===== config.mk =====
export PLATFORM = sky130hd
export DESIGN_NAME = mem_rmw_initiator
export DESIGN_NICKNAME = d
export VERILOG_FILES = /design/src/rtl/mem_rmw_pkg.sv /design/src/rtl/mem_req_watchdog.sv /design/src/rtl/mem_rmw_initiator.sv
export SDC_FILE = /design/constraint.sdc
export NUM_CORES = 1
export LEC_CHECK = 0
export CAP_MARGIN = 10
export CORE_MARGIN = 2
export CORE_UTILIZATION = 40
export CTS_CLUSTER_SIZE = 12
export DETAILED_ROUTE_END_ITERATION = 12
export PLACE_DENSITY = 0.68
export SETUP_SLACK_MARGIN = 0.1
export SLEW_MARGIN = 10
export SYNTH_ARGS = -nofsm -noshare
export SYNTH_HDL_FRONTEND = slang
export SYNTH_HIERARCHICAL = 1
export SYNTH_SLANG_ARGS = --single-unit

===== constraint.sdc =====
create_clock -name clock -period 2.8 [get_ports clock]
set_clock_uncertainty 0.1 [all_clocks]
set_input_delay 0.56 -clock clock [delete_from_list [all_inputs] [get_ports clock]]
set_output_delay 0.56 -clock clock [all_outputs]
set_load 0.01 [all_outputs]

===== src/rtl/mem_rmw_pkg.sv =====
// ---------------------------------------------------------------------------
// mem_rmw_pkg
// Shared definitions for the read-modify-write initiator:
//   state_e       - controller states
//   WSTRB_FULL    - byte strobes for a full-word write
//   WSTRB_NONE    - byte strobes for a read
//   ADDR_DEFAULT  - default word address of the counter location
// ---------------------------------------------------------------------------
package mem_rmw_pkg;

    typedef enum logic [2:0] {
        IDLE    = 3'd0,
        INIT_WR = 3'd1,
        RD      = 3'd2,
        WR      = 3'd3,
        GAP     = 3'd4,
        DONE    = 3'd5
    } state_e;

    localparam logic [3:0]  WSTRB_FULL   = 4'hF;
    localparam logic [3:0]  WSTRB_NONE   = 4'h0;
    localparam logic [31:0] ADDR_DEFAULT = 32'h0000_03FC;

endpackage


===== src/rtl/mem_req_watchdog.sv =====
// ---------------------------------------------------------------------------
// mem_req_watchdog
// Counts the cycles a bus request has been outstanding and flags expiry when
// the request has been valid for TIMEOUT cycles without mem_ready.
// Ports:
//   clock     in   rising-edge clock
//   reset     in   asynchronous active-high reset
//   req_start in   high in the cycle before a new request is raised
//   active    in   request currently valid (mem_valid)
//   ready     in   responder completion strobe
//   expired   out  request has reached its cycle limit this cycle
// ---------------------------------------------------------------------------
module mem_req_watchdog #(
    parameter int TIMEOUT = 64
) (
    input  logic clock,
    input  logic reset,
    input  logic req_start,
    input  logic active,
    input  logic ready,
    output logic expired
);

    // The count equals the number of completed cycles the request has
    // already spent waiting, so the last allowed cycle is TIMEOUT-1.
    localparam logic [7:0] CNT_LAST = 8'(TIMEOUT - 1);

    logic [7:0] cnt_q;
    logic [7:0] cnt_d;

    always_comb begin
        cnt_d = cnt_q;
        if (req_start) begin
            cnt_d = '0;
        end else if (active && !ready && (cnt_q != CNT_LAST)) begin
            cnt_d = cnt_q + 8'd1;
        end
    end

    always_ff @(posedge clock or posedge reset) begin
        if (reset) begin
            cnt_q <= '0;
        end else begin
            cnt_q <= cnt_d;
        end
    end

    // A ready in the final cycle wins over expiry.
    assign expired = active && !ready && (cnt_q == CNT_LAST);

endmodule


===== src/rtl/mem_rmw_initiator.sv =====
// ---------------------------------------------------------------------------
// mem_rmw_initiator
// Bus master on a native picorv32-style memory interface. On start it clears
// a counter word at ADDR, then repeats NUM_ITERS times: read the word, check
// it against the last value written, write back value+1. A mismatch or a
// request that waits TIMEOUT cycles for mem_ready ends the run with error.
// Ports:
//   clock, reset            clock and asynchronous active-high reset
//   start                   single-cycle pulse, accepted in IDLE/DONE only
//   mem_valid, mem_instr    request valid / instruction flag (always 0)
//   mem_ready, mem_rdata    responder completion strobe and read data
//   mem_addr, mem_wdata,
//   mem_wstrb               request address, write data, byte strobes
//   busy, done, error       run status
//   iter_count              completed read-increment-write iterations
// ---------------------------------------------------------------------------
module mem_rmw_initiator
    import mem_rmw_pkg::*;
#(
    parameter logic [31:0] ADDR      = ADDR_DEFAULT,
    parameter int          NUM_ITERS = 16,
    parameter int          TIMEOUT   = 64
) (
    input  logic        clock,
    input  logic        reset,
    input  logic        start,
    output logic        mem_valid,
    output logic        mem_instr,
    input  logic        mem_ready,
    output logic [31:0] mem_addr,
    output logic [31:0] mem_wdata,
    output logic [3:0]  mem_wstrb,
    input  logic [31:0] mem_rdata,
    output logic        busy,
    output logic        done,
    output logic        error,
    output logic [15:0] iter_count
);

    localparam logic [15:0] ITERS_TARGET = 16'(NUM_ITERS);

    state_e      state_q,     state_d;
    state_e      after_gap_q, after_gap_d;   // request issued when GAP ends
    logic        valid_q,     valid_d;
    logic [31:0] addr_q,      addr_d;
    logic [31:0] wdata_q,     wdata_d;
    logic [3:0]  wstrb_q,     wstrb_d;
    logic [31:0] expected_q,  expected_d;
    logic        busy_q,      busy_d;
    logic        done_q,      done_d;
    logic        error_q,     error_d;
    logic [15:0] iter_q,      iter_d;

    logic handshake;
    logic expired;
    logic req_start;

    assign handshake = valid_q && mem_ready;
    assign req_start = valid_d && !valid_q;

    mem_req_watchdog #(
        .TIMEOUT (TIMEOUT)
    ) u_watchdog (
        .clock     (clock),
        .reset     (reset),
        .req_start (req_start),
        .active    (valid_q),
        .ready     (mem_ready),
        .expired   (expired)
    );

    always_comb begin
        state_d     = state_q;
        after_gap_d = after_gap_q;
        valid_d     = valid_q;
        addr_d      = addr_q;
        wdata_d     = wdata_q;
        wstrb_d     = wstrb_q;
        expected_d  = expected_q;
        busy_d      = busy_q;
        done_d      = done_q;
        error_d     = error_q;
        iter_d      = iter_q;

        case (state_q)
            IDLE, DONE: begin
                if (start) begin
                    state_d = INIT_WR;
                    valid_d = 1'b1;
                    addr_d  = ADDR;
                    wdata_d = '0;
                    wstrb_d = WSTRB_FULL;
                    busy_d  = 1'b1;
                    done_d  = 1'b0;
                    error_d = 1'b0;
                    iter_d  = '0;
                end
            end
            INIT_WR: begin
                if (handshake) begin
                    // Bus fields for the next request are loaded while
                    // mem_valid is low, so they never move under a request.
                    state_d     = GAP;
                    after_gap_d = RD;
                    valid_d     = 1'b0;
                    expected_d  = '0;
                    wdata_d     = '0;
                    wstrb_d     = WSTRB_NONE;
                end
            end
            RD: begin
                if (handshake) begin
                    valid_d = 1'b0;
                    if (mem_rdata != expected_q) begin
                        state_d = DONE;
                        error_d = 1'b1;
                        done_d  = 1'b1;
                        busy_d  = 1'b0;
                    end else begin
                        state_d     = GAP;
                        after_gap_d = WR;
                        wdata_d     = mem_rdata + 32'd1;
                        wstrb_d     = WSTRB_FULL;
                    end
                end
            end
            WR: begin
                if (handshake) begin
                    valid_d    = 1'b0;
                    iter_d     = iter_q + 16'd1;
                    expected_d = wdata_q;
                    if ((iter_q + 16'd1) == ITERS_TARGET) begin
                        state_d = DONE;
                        done_d  = 1'b1;
                        busy_d  = 1'b0;
                    end else begin
                        state_d     = GAP;
                        after_gap_d = RD;
                        wdata_d     = '0;
                        wstrb_d     = WSTRB_NONE;
                    end
                end
            end
            GAP: begin
                state_d = after_gap_q;
                valid_d = 1'b1;
            end
            default: begin
                state_d = IDLE;
                valid_d = 1'b0;
                busy_d  = 1'b0;
            end
        endcase

        // expired is only raised for an outstanding request without ready,
        // so it can never collide with a completion above.
        if (expired) begin
            state_d = DONE;
            valid_d = 1'b0;
            error_d = 1'b1;
            done_d  = 1'b1;
            busy_d  = 1'b0;
        end
    end

    always_ff @(posedge clock or posedge reset) begin
        if (reset) begin
            state_q     <= IDLE;
            after_gap_q <= IDLE;
            valid_q     <= 1'b0;
            addr_q      <= '0;
            wdata_q     <= '0;
            wstrb_q     <= '0;
            expected_q  <= '0;
            busy_q      <= 1'b0;
            done_q      <= 1'b0;
            error_q     <= 1'b0;
            iter_q      <= '0;
        end else begin
            state_q     <= state_d;
            after_gap_q <= after_gap_d;
            valid_q     <= valid_d;
            addr_q      <= addr_d;
            wdata_q     <= wdata_d;
            wstrb_q     <= wstrb_d;
            expected_q  <= expected_d;
            busy_q      <= busy_d;
            done_q      <= done_d;
            error_q     <= error_d;
            iter_q      <= iter_d;
        end
    end

    assign mem_valid  = valid_q;
    assign mem_instr  = 1'b0;
    assign mem_addr   = addr_q;
    assign mem_wdata  = wdata_q;
    assign mem_wstrb  = wstrb_q;
    assign busy       = busy_q;
    assign done       = done_q;
    assign error      = error_q;
    assign iter_count = iter_q;

endmodule

Word level (Yosys, flattened, before mapping)
Cells that the tools add are included.

Register bits after elaboration: 103. Input port bits: 36. Output and inout bits: 89. Word-level logic and storage cells: 119.

Add/sub/neg operators: 3. Equal/unequal tests: 22. Muxes and demuxes: 55. Reduce and logical (&&, ||, !) cells: 27.

Operator list (number): 32-bit 2-to-1 mux (7); 32-bit one-hot mux with 4 select lines (1); 32-bit one-hot mux with 2 select lines (1); 32-bit by 1-bit adder with 32-bit output (second input constant) (1); 16-bit 2-to-1 mux (2); 32-bit != test (1); 16-bit one-hot mux with 2 select lines (1); 3-bit 2-to-1 mux (10); 4-bit 2-to-1 mux (6); 1-bit 2-to-1 mux (18); 3-bit != test (second input constant) (6); 6-bit AND reduction (3); 16-bit by 1-bit adder with 16-bit output (second input constant) (1); 16-bit by 5-bit equality test with 1-bit output (second input constant) (1); 8-bit 2-to-1 mux (2); 4-bit one-hot mux with 4 select lines (1); 3-bit one-hot mux with 5 select lines (1); 2-bit != test (second input constant) (6); 3-bit one-hot mux with 3 select lines (1); 8-bit by 1-bit adder with 8-bit output (second input constant) (1); 8-bit by 6-bit equality test with 1-bit output (second input constant) (1); 8-bit by 6-bit != test with 1-bit output (second input constant) (1); 4-bit AND reduction (2); 4-bit nonzero test (2); other kinds (17) (30).

Logic depth before layout (Yosys ltp)
Gate-level depths: netlist of the first run.

Word-level depth: 6. Mapped depth: 10. Mapped depth without buffers: 8.

By module
The synthesis of the first run kept the hierarchy.

By module, submodules not included: mem_rmw_initiator (times used 1, cells each 508, area each 5097.4 µm², seq. area each 2277.2 µm²); mem_req_watchdog (times used 1, cells each 50, area each 491.7 µm², seq. area each 200.2 µm²).

Least setup slack after synthesis of the first run
Ideal clock, no wire load.

Path kind: input-to-reg. Start: in mem_rdata[14]. End: reg wdata_q[9], in the netlist mem_wdata[9]. Setup time: 0.121 ns. Arrival time: 2.225 ns. Required time: 2.579 ns. Path slack: 0.354 ns. Stages on the path: 9. Path buffers: 2. Cells stage by stage: clkbuf_1 > xor2_1 > nor4_1 > nand2_1 > o31a_1 > o21a_1 > a31o_4 > buf_6 > a22o_1.

Word-level cells in the longest chain between the ends: 3.

Ends and longest elaborated chain: start, declared (RTL line mem_rmw_initiator.sv:33) `input logic [31:0] mem_rdata,`; 32-bit != test (RTL line mem_rmw_initiator.sv:114) `if (mem_rdata != expected_q) begin`; 2-bit != test (no source line); 7-bit AND reduction (no source line); end signal, assigned (RTL line mem_rmw_initiator.sv:184) `wdata_q <= wdata_d;`; end, declared (RTL line mem_rmw_initiator.sv:46) `logic [31:0] wdata_q, wdata_d;`.

Every way passes these cells. A chain may end at the register's enable or synchronous reset.

Worst setup path in the final report of the first run
Start: in mem_rdata[18]. End: reg wdata_q[15], in the netlist mem_wdata[15].

The elaborated chain is that of the path after synthesis.

==> results.cfg, run 1 <==
[timing]
finalSetupViolations = 0
rsz0062_at_grt = true
fmax_ghz = 0.3691
tightest_slew_ps = 504.6
fin_crit_sh_pct = 96.76
hold_viol = 0
drv_slew = 0
max-slew-margin-rel_pct = 66.36
layout_min_cycle_time_ps = 2709

[yosys]
yosysMostFrequentCell = dfrtp_1
post_synth_main_area_contributors = dfrtp_1 (44%), a22o_1 (9.6%), xor2_1 (6.7%)
syn_inst = 558
synth_top_cell_by_area = dfrtp_1
yosys_warnings = 6
synth.top_cell.area_share_pct = 44.33
synth_area_per_cell_sq_um = 10.02
ys_seq_area_share_pct = 44.33
synth_cell_types = 64
syn_area_sq_mm = 0.005589
yosys_most_used_dff = dfrtp_1
synth_common_cells = dfrtp_1 (99), a22o_1 (61), xor2_1 (43)
postSynth.asyncResetShare_pct = 100.0
synth-seq-cells = 99
synth-edff-count = 0

[grt]
grt_usage_pct = 20.41
grt_pass1_vias = 4688
grt_overflow = 0
grt_max_degree = 92
grt_pass1_wl_mm = 23.76
grt_antenna_before_repair = 0

[placement]
port-buffer-count = 99
place_inst = 862
gp_congestion = 0.8747
place_hpwl_mm = 10.42

[worst_setup_path]
rrSetupSlack_ps = 250
r2r_cells = 8
crit_path_end = mem_wdata[15]
r2r-start = iter_count[3]
crit_start = mem_rdata[18]
cp_data_arrival_time_ps = 2850
end_kind = register
startpoint_type = input pin
cp_max_fo = 8
critPathRequiredTime_ps = 2940
crit_type = input pin to register
reg2reg_to = mem_wdata[15]

[cells_and_area]
fillers = 1232
drive_above_1_share_pct = 17.59
final_nets = 739
final_cells = 885
fin_util_pct = 55.33
antennaDiodeCount = 0
syn_to_final_growth_pct = 36.36

[die]
top_level_ports = 125
core-area_sq_mm = 0.01377
die_height_um = 122.2
die_x_um = 122.2
initial_core_util_pct = 40.58
fp-row-count = 43
die_area_sq_mm = 0.01493

[clock_network]
cts_buffer_depth = 2
root_buffer = clkbuf_16
clock_latency_ps = 350
cts_max_level = 3
cts_sinks = 99
cts_buffers = 9
path_clk_slew_ps = 70
cts_tree = built

[power_and_ir_drop]
swShare_pct = 33.62
p_int_uw = 2814
power_frac_seq_pct = 39.2
vdd_drop_max_uv = 277.0
p_per_area_mw_per_mm2 = 556.2
cellLeakagePower_uw = 0.003556
p_sw_uw = 1425
power_frac_comb_pct = 29.9
clkPwrFrac_pct = 30.9

[routing]
via_per_inst = 5.437
wl_mm = 15.29
ant_nets = 0
first_iter_violations = 331
vias = 4812
post_drt_wl_per_cell_um = 17.27
drcViolationCount = 0
drtPass1Iterations = 5

[flow_run]
max-cap-violations = 0

[min_path]
min-delay-path-class = register to register

[status]
outcome = finished clean
-- cells in the final DEF, fill, tap and decap left out, drive strengths merged, types with 3 or more instances in the layout --
master,instances
a211oi,3
a21oi,14
a22o,61
a31o,5
a31oi,5
and2,5
and3,6
buf,64
clkbuf,12
clkdlybuf4s50,79
conb,25
dfrtp,99
dlymetal6s2s,20
ha,3
inv,13
nand2,41
nand2b,5
nand3,21
nand4,17
nor2,36
nor3,12
nor4,12
o21ai,29
o2bb2ai,4
xnor2,25
xor2,43
-- through the flow --
stage	hold WS (ps)	power (uW)	TNS, ps	setup slack [ps]	area [sq um]
finish	375.8	4239	0	90.80	7621
global route	407.9	4439	0	60.92	7621
CTS	376.8	4122	0	92.06	7363
detailed placement	359.5	2770	-11800	-382.9	7013
global placement	359.2	2731	-10770	-336.6	7013
floorplan	275.7	2390	0	354.2	5683
-- how the worst min path moves through the flow --
stage,from,endpoint,slack (ps),cells past startpoint
2_1_floorplan,reset,u_watchdog/cnt_q[0],280,1
3_3_place_gp,after_gap_q[1],after_gap_q[1],360,1
3_5_place_dp,after_gap_q[1],after_gap_q[1],360,1
4_1_cts,after_gap_q[1],after_gap_q[1],380,1
5_1_grt,after_gap_q[1],after_gap_q[1],410,1
6_report,after_gap_q[1],after_gap_q[1],380,1
-- state kept, by name, summed over array words and instances (netlist names) --
register and cells:
mem_addr 1, expected_q 32, mem_valid 1, done 1, error 1, mem_wdata 32
busy 1, u_watchdog/cnt_q 8, state_q 3, after_gap_q 2, mem_wstrb 1, iter_count 16
-- worst max-delay path: stages --
cell and delay [ps]:
clkdlybuf4s50_1 470, xor2_1 170, nor4_1 340, nand2_1 140
o31a_1 370, o21a_4 260, a31o_4 280, a22o_1 250
-- layer usage --
metal	vias to the layer above	wire (um)	track usage (%)
met5	-	0	0
met4	0	319	7.759
met3	23	867	3.511
met2	172	7476	32.88
met1	2369	6624	27.47
li1	2248	-	-
-- power by group through the flow --
stage               clock (uW)  sequential, uW  combinational, uW
floorplan                    0            1650                743
global placement             0            1680               1050
detailed placement           0            1690               1080
CTS                       1330            1660               1130
global route              1380            1680               1370
finish                    1310            1660               1270
-- layout make-up --
type	instances	area, sq um	share of cell area (%)
flip-flops and latches	99	2477	32.51
repair buffers	163	1579	20.72
clock buffers	12	266.5	3.497
inverters	14	56.30	0.7388
well taps	180	225.2	2.955
clock inverters	4	47.55	0.6239
multi-input cells	413	2969	38.96
-- what timing repair did --
action,in CTS,in global routing
gates resized for setup,4,44
setup buffers,0,3
pin swaps,0,12
gates cloned,1,3
hold buffers,0,0
endpoints found under the setup margin,30,35
-- cell families (layout without fill, tap and decap cells) --
family,count (synthesis),in the layout,synth area share (%)
AND/OR/NAND/NOR,175,175,17.73
AO/OA/AOI/OAI,134,138,17.93
flip-flops,99,99,44.33
buffers and inverters,74,193,7.857
XOR/XNOR,68,68,10.66
multiplexers,4,4,0.7611
adder cells (fa/ha/maj),3,3,0.6717
other,1,25,0.06709
Note: power is estimated with default switching activity, not from simulation.
==> run 2, diff against run 1 <==
CTS_CLUSTER_SIZE = 28   (was 12)
GPL_TIMING_DRIVEN = 0   (was unset)
==> run 2 against run 1 <==
  * Global-route usage decreased by 0.16 points
  * Sequential cell count unchanged
  * Clock power decreased by 6%
==> results.cfg, run 2 (synthesis results as in run 1) <==
[grt]
grt_pass1_wl_mm = 23.58
grt_antenna_before_repair = 0
grt_max_degree = 34
grt_usage_pct = 20.25
grt_pass1_vias = 4620
grt_overflow = 0

[die]
core-area_sq_mm = 0.01377
top_level_ports = 125
die_x_um = 122.2
initial_core_util_pct = 40.58
die_area_sq_mm = 0.01493
fp-row-count = 43
die_height_um = 122.2

[worst_setup_path]
critPathRequiredTime_ps = 2950
end_kind = register
crit_type = input pin to register
startpoint_type = input pin
cp_data_arrival_time_ps = 2780
cp_max_fo = 10
worstPathCellList = clkdlybuf4s50_1 -> xor2_1 -> nor4_2 -> nand2_1 -> o31a_1 -> o21a_1 -> a31o_4 -> buf_6 -> a22o_1
max_stage_delay_ps = 470
critPathSlowestCell = clkdlybuf4s50_1

[clock_network]
clock_latency_ps = 360
cts_max_level = 3
cts_buffers = 9
cts_tree = built
root_buffer = clkbuf_16
path_clk_slew_ps = 70
cts_buffer_depth = 2
cts_sinks = 99

[cells_and_area]
syn_to_final_growth_pct = 33.09
final_cells = 881
layout_commonest_cell = dfrtp_1
drive_above_1_share_pct = 15.41
final_nets = 735
design_area_sq_mm = 0.007438
antennaDiodeCount = 0
final_cell_mix = dfrtp_1 (97), clkdlybuf4s50_1 (73), a22o_1 (61)

[placement]
port-buffer-count = 98
place_inst = 862
place_hpwl_mm = 10.76
placed_area_sq_mm = 0.006929
gp_congestion = 0.8992

[timing]
fin_crit_sh_pct = 93.87
finalSetupViolations = 0
hold_viol = 0
tightest_slew_ps = 648.9
tns_ps = 0
fmax_ghz = 0.3805
drv_slew = 0
max-slew-margin-rel_pct = 56.65
layout_min_cycle_time_ps = 2628
rsz0062_at_grt = false

[flow_run]
max-cap-violations = 0

[routing]
via_per_inst = 5.420
wl_mm = 14.79
drtPass1Iterations = 5
post_drt_wl_per_cell_um = 16.79
first_iter_violations = 272
vias = 4775
drcViolationCount = 0
ant_nets = 0

[status]
outcome = finished clean

[power_and_ir_drop]
p_per_area_mw_per_mm2 = 544.4
cellLeakagePower_uw = 0.003469
vdd_drop_max_uv = 300.6

[min_path]
min-delay-path-class = register to register
[run 2: worst paths after layout]
path                            slack (ps)  depth (start not counted)      startpoint             endpoint
worst max-delay path                   170                          9   mem_rdata[18]        mem_wdata[13]
worst min-delay path                   370                          1  after_gap_q[1]       after_gap_q[1]
worst max register to register         230                          9   iter_count[1]        mem_wdata[13]
worst min register to register         370                          1  after_gap_q[1]       after_gap_q[1]
max in group asynchronous             1450                          3           reset        iter_count[0]
min in group asynchronous              440                          2           reset  u_watchdog/cnt_q[1]
[run 2: through the flow]
stage	total power [uW]	setup slack (ps)	util (%)	hold slack, ps
after floorplan	2390	354.2	-	275.7
final	4050	171.7	54.01	373.4
after global placement	2785	-674.9	50.02	357.6
after detailed placement	2823	-646.3	50.31	355.6
after CTS	4048	91.90	53.21	377.2
after global routing	4264	96.59	54.01	392.3
[run 2: where the power goes]
| part | leakage, uW | switching [uW] | total, uW | internal (uW) |
|---|---|---|---|---|
| logic | 0.00198 | 705 | 1190 | 489 |
| clock network | 0.000133 | 608 | 1230 | 617 |
| registers | 0.00135 | 113 | 1630 | 1520 |
| total | 0.00347 | 1430 | 4050 | 2620 |
[run 2: repair_timing]
action / in CTS / in global routing
setup buffers: 1 / 2
gates resized for setup: 33 / 32
pin swaps: 5 / 8
setup endpoints to repair: 34 / 44
hold buffers: 0 / 0
[run 2: critical path: cells and delay by family]
| kind | cells | cell delay, ps |
|---|---|---|
| compound gates | 4 | 1010 |
| xor+xnor | 1 | 180 |
| buf+inv | 2 | 630 |
| simple gates | 2 | 400 |
[run 2: per-layer routing]
layer / global-route usage [%] / share of wire [%] / up-vias
met5: 0 / 0 / -
li1: - / - / 2237
met4: 9.267 / 2.4 / 0
met2: 32.53 / 49 / 131
met1: 26.59 / 45 / 2381
met3: 3.605 / 4.4 / 26
[run 2: layout make-up]
class / instances / area (sq um)
clock buffers: 9 / 225.2
clock inverters: 7 / 58.81
well taps: 180 / 225.2
inverters: 14 / 56.30
multi-input cells: 409 / 2928
fillers: 1287 / 6335
flip-flops and latches: 99 / 2480
repair buffers: 103 / 1069
plain buffers: 60 / 396.6
